## config.mk

```make
export PLATFORM = sky130hd
export DESIGN_NAME = mux_nto1_skid_flat
export DESIGN_NICKNAME = d
export VERILOG_FILES = /design/src/rtl/mux_nto1_skid_pkg.sv /design/src/rtl/mux_nto1_skid_if.sv /design/src/rtl/mux_nto1_skid_sel.sv /design/src/rtl/mux_nto1_skid.sv /design/src/flat_wrapper.sv
export SDC_FILE = /design/constraint.sdc
export NUM_CORES = 1
export LEC_CHECK = 0
export CORE_AREA = 2 2 86 88
export CTS_CLUSTER_DIAMETER = 60
export DETAILED_ROUTE_END_ITERATION = 8
export DIE_AREA = 0 0 88 90
export DONT_BUFFER_PORTS = 1
export GPL_ROUTABILITY_DRIVEN = 0
export GPL_TIMING_DRIVEN = 0
export PLACE_DENSITY = 0.78
export SLEW_MARGIN = 0
export SYNTH_ARGS = -nofsm -noshare
export SYNTH_HDL_FRONTEND = slang
export SYNTH_SLANG_ARGS = --single-unit
```

## constraint.sdc

```tcl
create_clock -name clk -period 2.55 [get_ports clk]
set_input_delay 0.51 -clock clk [delete_from_list [all_inputs] [get_ports clk]]
set_output_delay 0.51 -clock clk [all_outputs]
set_load 0.05 [all_outputs]
```

## src/rtl/mux_nto1_skid_pkg.sv

```systemverilog
// Shared definitions for the N-to-1 operand selector with skid output stage.
package mux_pkg;

  // Occupancy of the two-entry output stage.
  typedef enum logic [1:0] {
    EMPTY = 2'b00,
    ONE   = 2'b01,
    FULL  = 2'b10
  } state_t;

  // Select width for n inputs; never narrower than one bit.
  function automatic int sel_w(input int n);
    return (n <= 2) ? 1 : $clog2(n);
  endfunction

endpackage

```

## src/rtl/mux_nto1_skid_if.sv

```systemverilog
// Handshake bus between the forwarding sources, the selector and the next stage.
interface mux_nto1_skid_if
  import mux_pkg::*;
#(
  parameter int WIDTH    = 32,
  parameter int N_INPUTS = 4
);
  localparam int SEL_W = sel_w(N_INPUTS);

  logic [N_INPUTS*WIDTH-1:0] inputs;
  logic [SEL_W-1:0]          select;
  logic                      in_valid;
  logic                      in_ready;
  logic                      flush;
  logic [WIDTH-1:0]          result;
  logic                      out_valid;
  logic                      out_ready;
  logic                      sel_err;

  // Upstream/downstream side (driver of operands, consumer of results).
  modport master (
    output inputs, select, in_valid, flush, out_ready,
    input  in_ready, result, out_valid, sel_err
  );

  // Selector block side.
  modport slave (
    input  inputs, select, in_valid, flush, out_ready,
    output in_ready, result, out_valid, sel_err
  );
endinterface

```

## src/rtl/mux_nto1_skid_sel.sv

```systemverilog
// Purely combinational N-to-1 selector; out-of-range selects fall back to the
// last input and raise err.
module mux_nto1
  import mux_pkg::*;
#(
  parameter int WIDTH    = 32,
  parameter int N_INPUTS = 4
) (
  input  logic [N_INPUTS*WIDTH-1:0]    inputs,
  input  logic [sel_w(N_INPUTS)-1:0]   sel,
  output logic [WIDTH-1:0]             data,
  output logic                         err
);
  localparam int SEL_W = sel_w(N_INPUTS);
  localparam logic [SEL_W:0] N_CNT = (SEL_W+1)'(N_INPUTS);

  // Default to the last input so an out-of-range index still yields defined data.
  always_comb begin
    data = inputs[(N_INPUTS-1)*WIDTH +: WIDTH];
    err  = ({1'b0, sel} >= N_CNT);
    for (int k = 0; k < N_INPUTS; k++)
      if ({1'b0, sel} == (SEL_W+1)'(k)) data = inputs[k*WIDTH +: WIDTH];
  end
endmodule

```

## src/rtl/mux_nto1_skid.sv

```systemverilog
// N-to-1 operand selector with a registered two-entry skid output stage.
// in_ready depends only on the state register, so back-pressure never forms a
// combinational path from out_ready to in_ready.
module mux_nto1_skid
  import mux_pkg::*;
#(
  parameter int WIDTH    = 32,
  parameter int N_INPUTS = 4
) (
  input  logic          clk,
  input  logic          rst,
  mux_nto1_skid_if.slave bus
);
  state_t           state, state_nxt;
  logic [WIDTH-1:0] main_data, skid_data, sel_data;
  logic             main_err, skid_err, sel_err_c;
  logic             accept, consume, load_main, load_skid, shift;

  mux_nto1 #(.WIDTH(WIDTH), .N_INPUTS(N_INPUTS)) u_sel (
    .inputs (bus.inputs),
    .sel    (bus.select),
    .data   (sel_data),
    .err    (sel_err_c)
  );

  assign bus.in_ready  = (state != FULL);
  assign bus.out_valid = (state != EMPTY);
  assign bus.result    = main_data;
  // A flushed or drained main register may still hold a stale error bit.
  assign bus.sel_err   = main_err & (state != EMPTY);

  assign accept  = bus.in_valid  & bus.in_ready;
  assign consume = bus.out_valid & bus.out_ready;

  // Next-state and register-load decode; flush overrides everything.
  always_comb begin
    state_nxt = state;
    load_main = 1'b0;
    load_skid = 1'b0;
    shift     = 1'b0;
    if (bus.flush) begin
      state_nxt = EMPTY;
    end else begin
      case (state)
        EMPTY: if (accept) begin
          load_main = 1'b1;
          state_nxt = ONE;
        end
        ONE: begin
          if (accept && consume) begin
            load_main = 1'b1;
          end else if (accept) begin
            load_skid = 1'b1;
            state_nxt = FULL;
          end else if (consume) begin
            state_nxt = EMPTY;
          end
        end
        FULL: if (consume) begin
          shift     = 1'b1;
          state_nxt = ONE;
        end
        default: state_nxt = EMPTY;
      endcase
    end
  end

  // State register.
  always_ff @(posedge clk or posedge rst) begin
    if (rst) state <= EMPTY;
    else     state <= state_nxt;
  end

  // Main and skid entries; main is refilled from the mux or from skid.
  always_ff @(posedge clk or posedge rst) begin
    if (rst) begin
      main_data <= '0;
      main_err  <= 1'b0;
      skid_data <= '0;
      skid_err  <= 1'b0;
    end else begin
      if (load_main) begin
        main_data <= sel_data;
        main_err  <= sel_err_c;
      end else if (shift) begin
        main_data <= skid_data;
        main_err  <= skid_err;
      end
      if (load_skid) begin
        skid_data <= sel_data;
        skid_err  <= sel_err_c;
      end
    end
  end
endmodule

```

## src/flat_wrapper.sv

```systemverilog
// flat-port wrapper written by rule: the top's interface ports become plain ports
module mux_nto1_skid_flat import mux_pkg::*;
#(
  parameter int WIDTH    = 32,
  parameter int N_INPUTS = 4
)
  (clk, rst, bus_inputs, bus_select, bus_in_valid, bus_flush, bus_out_ready, bus_in_ready, bus_result, bus_out_valid, bus_sel_err);
  mux_nto1_skid_if #(.WIDTH(WIDTH), .N_INPUTS(N_INPUTS)) bus_i ();
  input  logic clk;
  input  logic rst;
  input wire logic [$bits(bus_i.inputs)-1:0] bus_inputs;
  input wire logic [$bits(bus_i.select)-1:0] bus_select;
  input wire logic [$bits(bus_i.in_valid)-1:0] bus_in_valid;
  input wire logic [$bits(bus_i.flush)-1:0] bus_flush;
  input wire logic [$bits(bus_i.out_ready)-1:0] bus_out_ready;
  output wire logic [$bits(bus_i.in_ready)-1:0] bus_in_ready;
  output wire logic [$bits(bus_i.result)-1:0] bus_result;
  output wire logic [$bits(bus_i.out_valid)-1:0] bus_out_valid;
  output wire logic [$bits(bus_i.sel_err)-1:0] bus_sel_err;
  assign bus_i.inputs = bus_inputs;
  assign bus_i.select = bus_select;
  assign bus_i.in_valid = bus_in_valid;
  assign bus_i.flush = bus_flush;
  assign bus_i.out_ready = bus_out_ready;
  assign bus_in_ready = bus_i.in_ready;
  assign bus_result = bus_i.result;
  assign bus_out_valid = bus_i.out_valid;
  assign bus_sel_err = bus_i.sel_err;
  mux_nto1_skid #(.WIDTH(WIDTH), .N_INPUTS(N_INPUTS)) u_core (.clk(clk), .rst(rst), .bus(bus_i));
endmodule
```

==> run summary <==
Among all stages on the critical path, the largest delay is contributed by sky130_fd_sc_hd__nor3b_1. The layout-stage area growth over the synthesis result is 9.78%. The final sum of negative setup slack is 0 ns.

The post-detailed-route count of antenna-violating nets is 0. The depth of the critical timing path with buffers and inverters included is 4. The worst slew slack as a fraction of its limit is 50.9%.

The routed wire length came out at between 9000 and 10000 um. The net count after synthesis is 415. After legalization and detailed placement, the total HPWL measured 6800 um. The highest fanout seen on the critical path came out at 10.

The max-slew violation count was 0. The die area came out at between 7000 and 8000 um^2. The proportion of layout cells with a drive suffix above 1 is 34.1%. The die outline height came out at 90 um. The core region area is 7020 um^2.

The final-stage net count is 427. The number of antenna violations at the first check in global routing is 2. Summing internal, switching and leakage power gives 3.46 mW.

The synthesis-stage register bit count came out at 66. The first global-routing pass estimated 14500 um of wire. The worst-case vdd ir drop is 0.326 mV. The highest cell delay on the worst timing path is about 0.74 ns. The number of failing setup endpoints in the final timing report came out at 0.

The horizontal die dimension came out at 88 um. The flow ran to the end, and the final reports show no timing, DRC or antenna violations. The post-synthesis instance area is 3740 um^2.

The number of setup buffers added after CTS is 0. For the worst flop-to-flop path, the logic depth is 4. The total number of clock tree sinks came out at 66. Yosys mapped the design onto 32 distinct sky130hd cell types. The mean number of vias per cell came out at 6.66. At the pin with the least slew margin, the transition time is 0.735 ns. The worst path buffer plus inverter count came out at 1. The total of hold buffers inserted after clock tree synthesis is 0. The H-tree depth came out at 3.

The aggregate global-route resource usage is 24.3%. STA puts the critical path data required time at 2.82 ns. The clock tree skew after final layout came out at 0.00886 ns.

The number of rows created at floorplan came out at 31. The min-delay analysis places its worst path in the category in -> async. The insertion delay of the later-clocked pin in the worst-skew pair is 0.33 ns. The leakage dissipation is 1.68 nW. The mean cell area of the mapped netlist is ~13 um^2. The worst setup path is captured at a flop. The first routing iteration left 129 violations. In this run, CTS created clock tree buffers numbering 9. The average detailed-routed wire length per instance came out at about 23 um. The maximum clock path buffer count came out at 2.

The pin count of the biggest net entering global routing is 41. Based on the critical path, the design can be clocked at up to 458 MHz. The I/O pin count is 170.

The root buffer cell chosen for the clock tree is sky130_fd_sc_hd__clkbuf_8. The total overflow left after global routing is 0. In the routed design, unresolved DRC markers number 0. The signal on the critical path passes through nand2b_1, nor3b_1, buf_4, a221o_1.

The warning count from the yosys run is 0. The clock-pin slew on the worst setup and hold paths is 0.07 ns. The number of port buffers is 0. The final hold slack came out at 0.120 ns. The count of endpoints failing hold in the final timing report is 0. The count of maximum capacitance violations is 0.

The number of global-route vias before repair came to 2809. Gates resized during post-CTS repair numbered 0. TritonCTS built the clock tree. After layout, the worst path uses 85.6% of the clock period. Data on the critical path arrives at its endpoint at 2.45 ns. The first TritonRoute pass finished after 4 iterations. The initial core utilization came out at a little over half. STA classifies the critical path startpoint as a flop.

The path type of the worst setup path is reg -> reg. Grouping stages by cell kind, the critical path spends the most delay in simple AND/OR/NAND/NOR gates. After technology mapping, the gate count stands at 280. Summing over every cut layer, the via total after detailed routing is approximately 2600. The minimum clock period after layout is 2.18 ns.

For this design the ratio of total power to cell area is 844 nW/um^2. The post-synthesis sequential area ratio came out at 44.2%. Setup repair after global routing left no endpoint under its margin.
==> cell usage in the layout (no fill, tap or decap), types with 2 or more instances in the layout <==
cell type	Yosys	layout
sky130_fd_sc_hd__a211oi_1	18	18
sky130_fd_sc_hd__mux4_2	29	29
sky130_fd_sc_hd__nand3_1	17	17
sky130_fd_sc_hd__a31oi_1	17	17
sky130_fd_sc_hd__buf_12	2	3
sky130_fd_sc_hd__a21o_1	2	2
sky130_fd_sc_hd__mux2_2	32	32
sky130_fd_sc_hd__buf_2	11	11
sky130_fd_sc_hd__nand2_1	2	2
sky130_fd_sc_hd__clkbuf_8	0	11
sky130_fd_sc_hd__a221o_1	15	15
sky130_fd_sc_hd__clkbuf_1	10	12
sky130_fd_sc_hd__dfrtp_1	66	66
sky130_fd_sc_hd__o21ai_0	17	17
sky130_fd_sc_hd__buf_4	4	4
sky130_fd_sc_hd__nand2b_1	3	3
sky130_fd_sc_hd__buf_6	2	2
sky130_fd_sc_hd__bufinv_16	0	2
sky130_fd_sc_hd__and3_1	15	15
sky130_fd_sc_hd__or3b_2	2	2
sky130_fd_sc_hd__mux4_1	3	3
==> power by group <==
part	internal, mW	total (mW)	switching [mW]	leakage [nW]
Sequential	1.31	1.87	0.559	0.808
Clock	0.601	0.987	0.386	0.110
Combinational	0.340	0.604	0.264	0.758
==> worst paths after layout <==
kind | start | to | slack, ns
setup / recovery | u_core.state[0]$_DFFE_PP0P_ | u_core.bus.result[8]$_DFFE_PP0P_ | 0.37
hold / removal | rst | u_core.bus.result[23]$_DFFE_PP0P_ | 0.12
setup reg to reg | u_core.state[0]$_DFFE_PP0P_ | u_core.bus.result[8]$_DFFE_PP0P_ | 0.37
hold reg to reg | u_core.skid_data[19]$_DFFE_PP0P_ | u_core.bus.result[19]$_DFFE_PP0P_ | 0.50
max in group asynchronous | rst | u_core.bus.result[1]$_DFFE_PP0P_ | 1.81
min in group clk | bus_flush | u_core.state[0]$_DFFE_PP0P_ | 0.24
==> per-layer routing <==
metal  track usage, %  routed length [um]  part of all wire, %
met1             32.4                3590                   39
met2             36.6                4630                   50
met3             6.52                 704                  7.7
met4             12.2                 242                  2.6
met5                0                  13                 0.14
==> through the flow <==
step                      instances  area (um^2)  setup slack [ns]  utilization [%]
after floorplan                 280         3740             0.385                -
after global placement          379         3860            -0.278             55.0
after detailed placement        380         3880             0.395             55.3
after CTS                       395         4100             0.361             58.4
after global routing            396         4100             0.251             58.4
final                           396         4100             0.368             58.4
==> state kept, by name, summed over array words and instances (netlist names) <==
signal	flops
u_core.state	2
u_core.skid_data	32
u_core.bus.result	32
==> synth_stat cells, drive strengths merged <==
master | n | area share [%]
nor2b | 1 | 0.17
o21ai | 17 | 2.3
nand2b | 3 | 0.50
or3b | 2 | 0.47
a31oi | 17 | 2.8
nor2 | 1 | 0.10
a221o | 15 | 4.0
clkbuf | 10 | 1.0
buf | 20 | 4.1
nand3 | 17 | 2.3
conb | 1 | 0.10
nand2 | 2 | 0.20
a21oi | 2 | 0.37
nand3b | 1 | 0.20
a21o | 2 | 0.40
and4bb | 1 | 0.33
mux4 | 32 | 20
nor3b | 2 | 0.54
inv | 1 | 0.10
a211oi | 18 | 3.6
dfrtp | 66 | 44
and3 | 15 | 2.5
or2 | 1 | 0.17
mux2 | 33 | 9.9
==> cells by family after synthesis <==
logic type	share of synthesized area (%)
AO/OA/AOI/OAI	13.5
flip-flops	44.2
multiplexers	29.5
AND/OR/NAND/NOR	7.47
buffers and inverters	5.16
other	0.100
==> final cells by class <==
type	instances	area, um^2
diodes	1	2.50
plain buffers	30	189
clock buffers	13	159
clock inverters	2	60.1
fillers	570	2920
inverters	1	3.75
multi-input cells	183	1890
flip-flops and latches	66	1650
well taps	99	124
repair buffers	1	20.0
(Power assumes the default switching activity.)
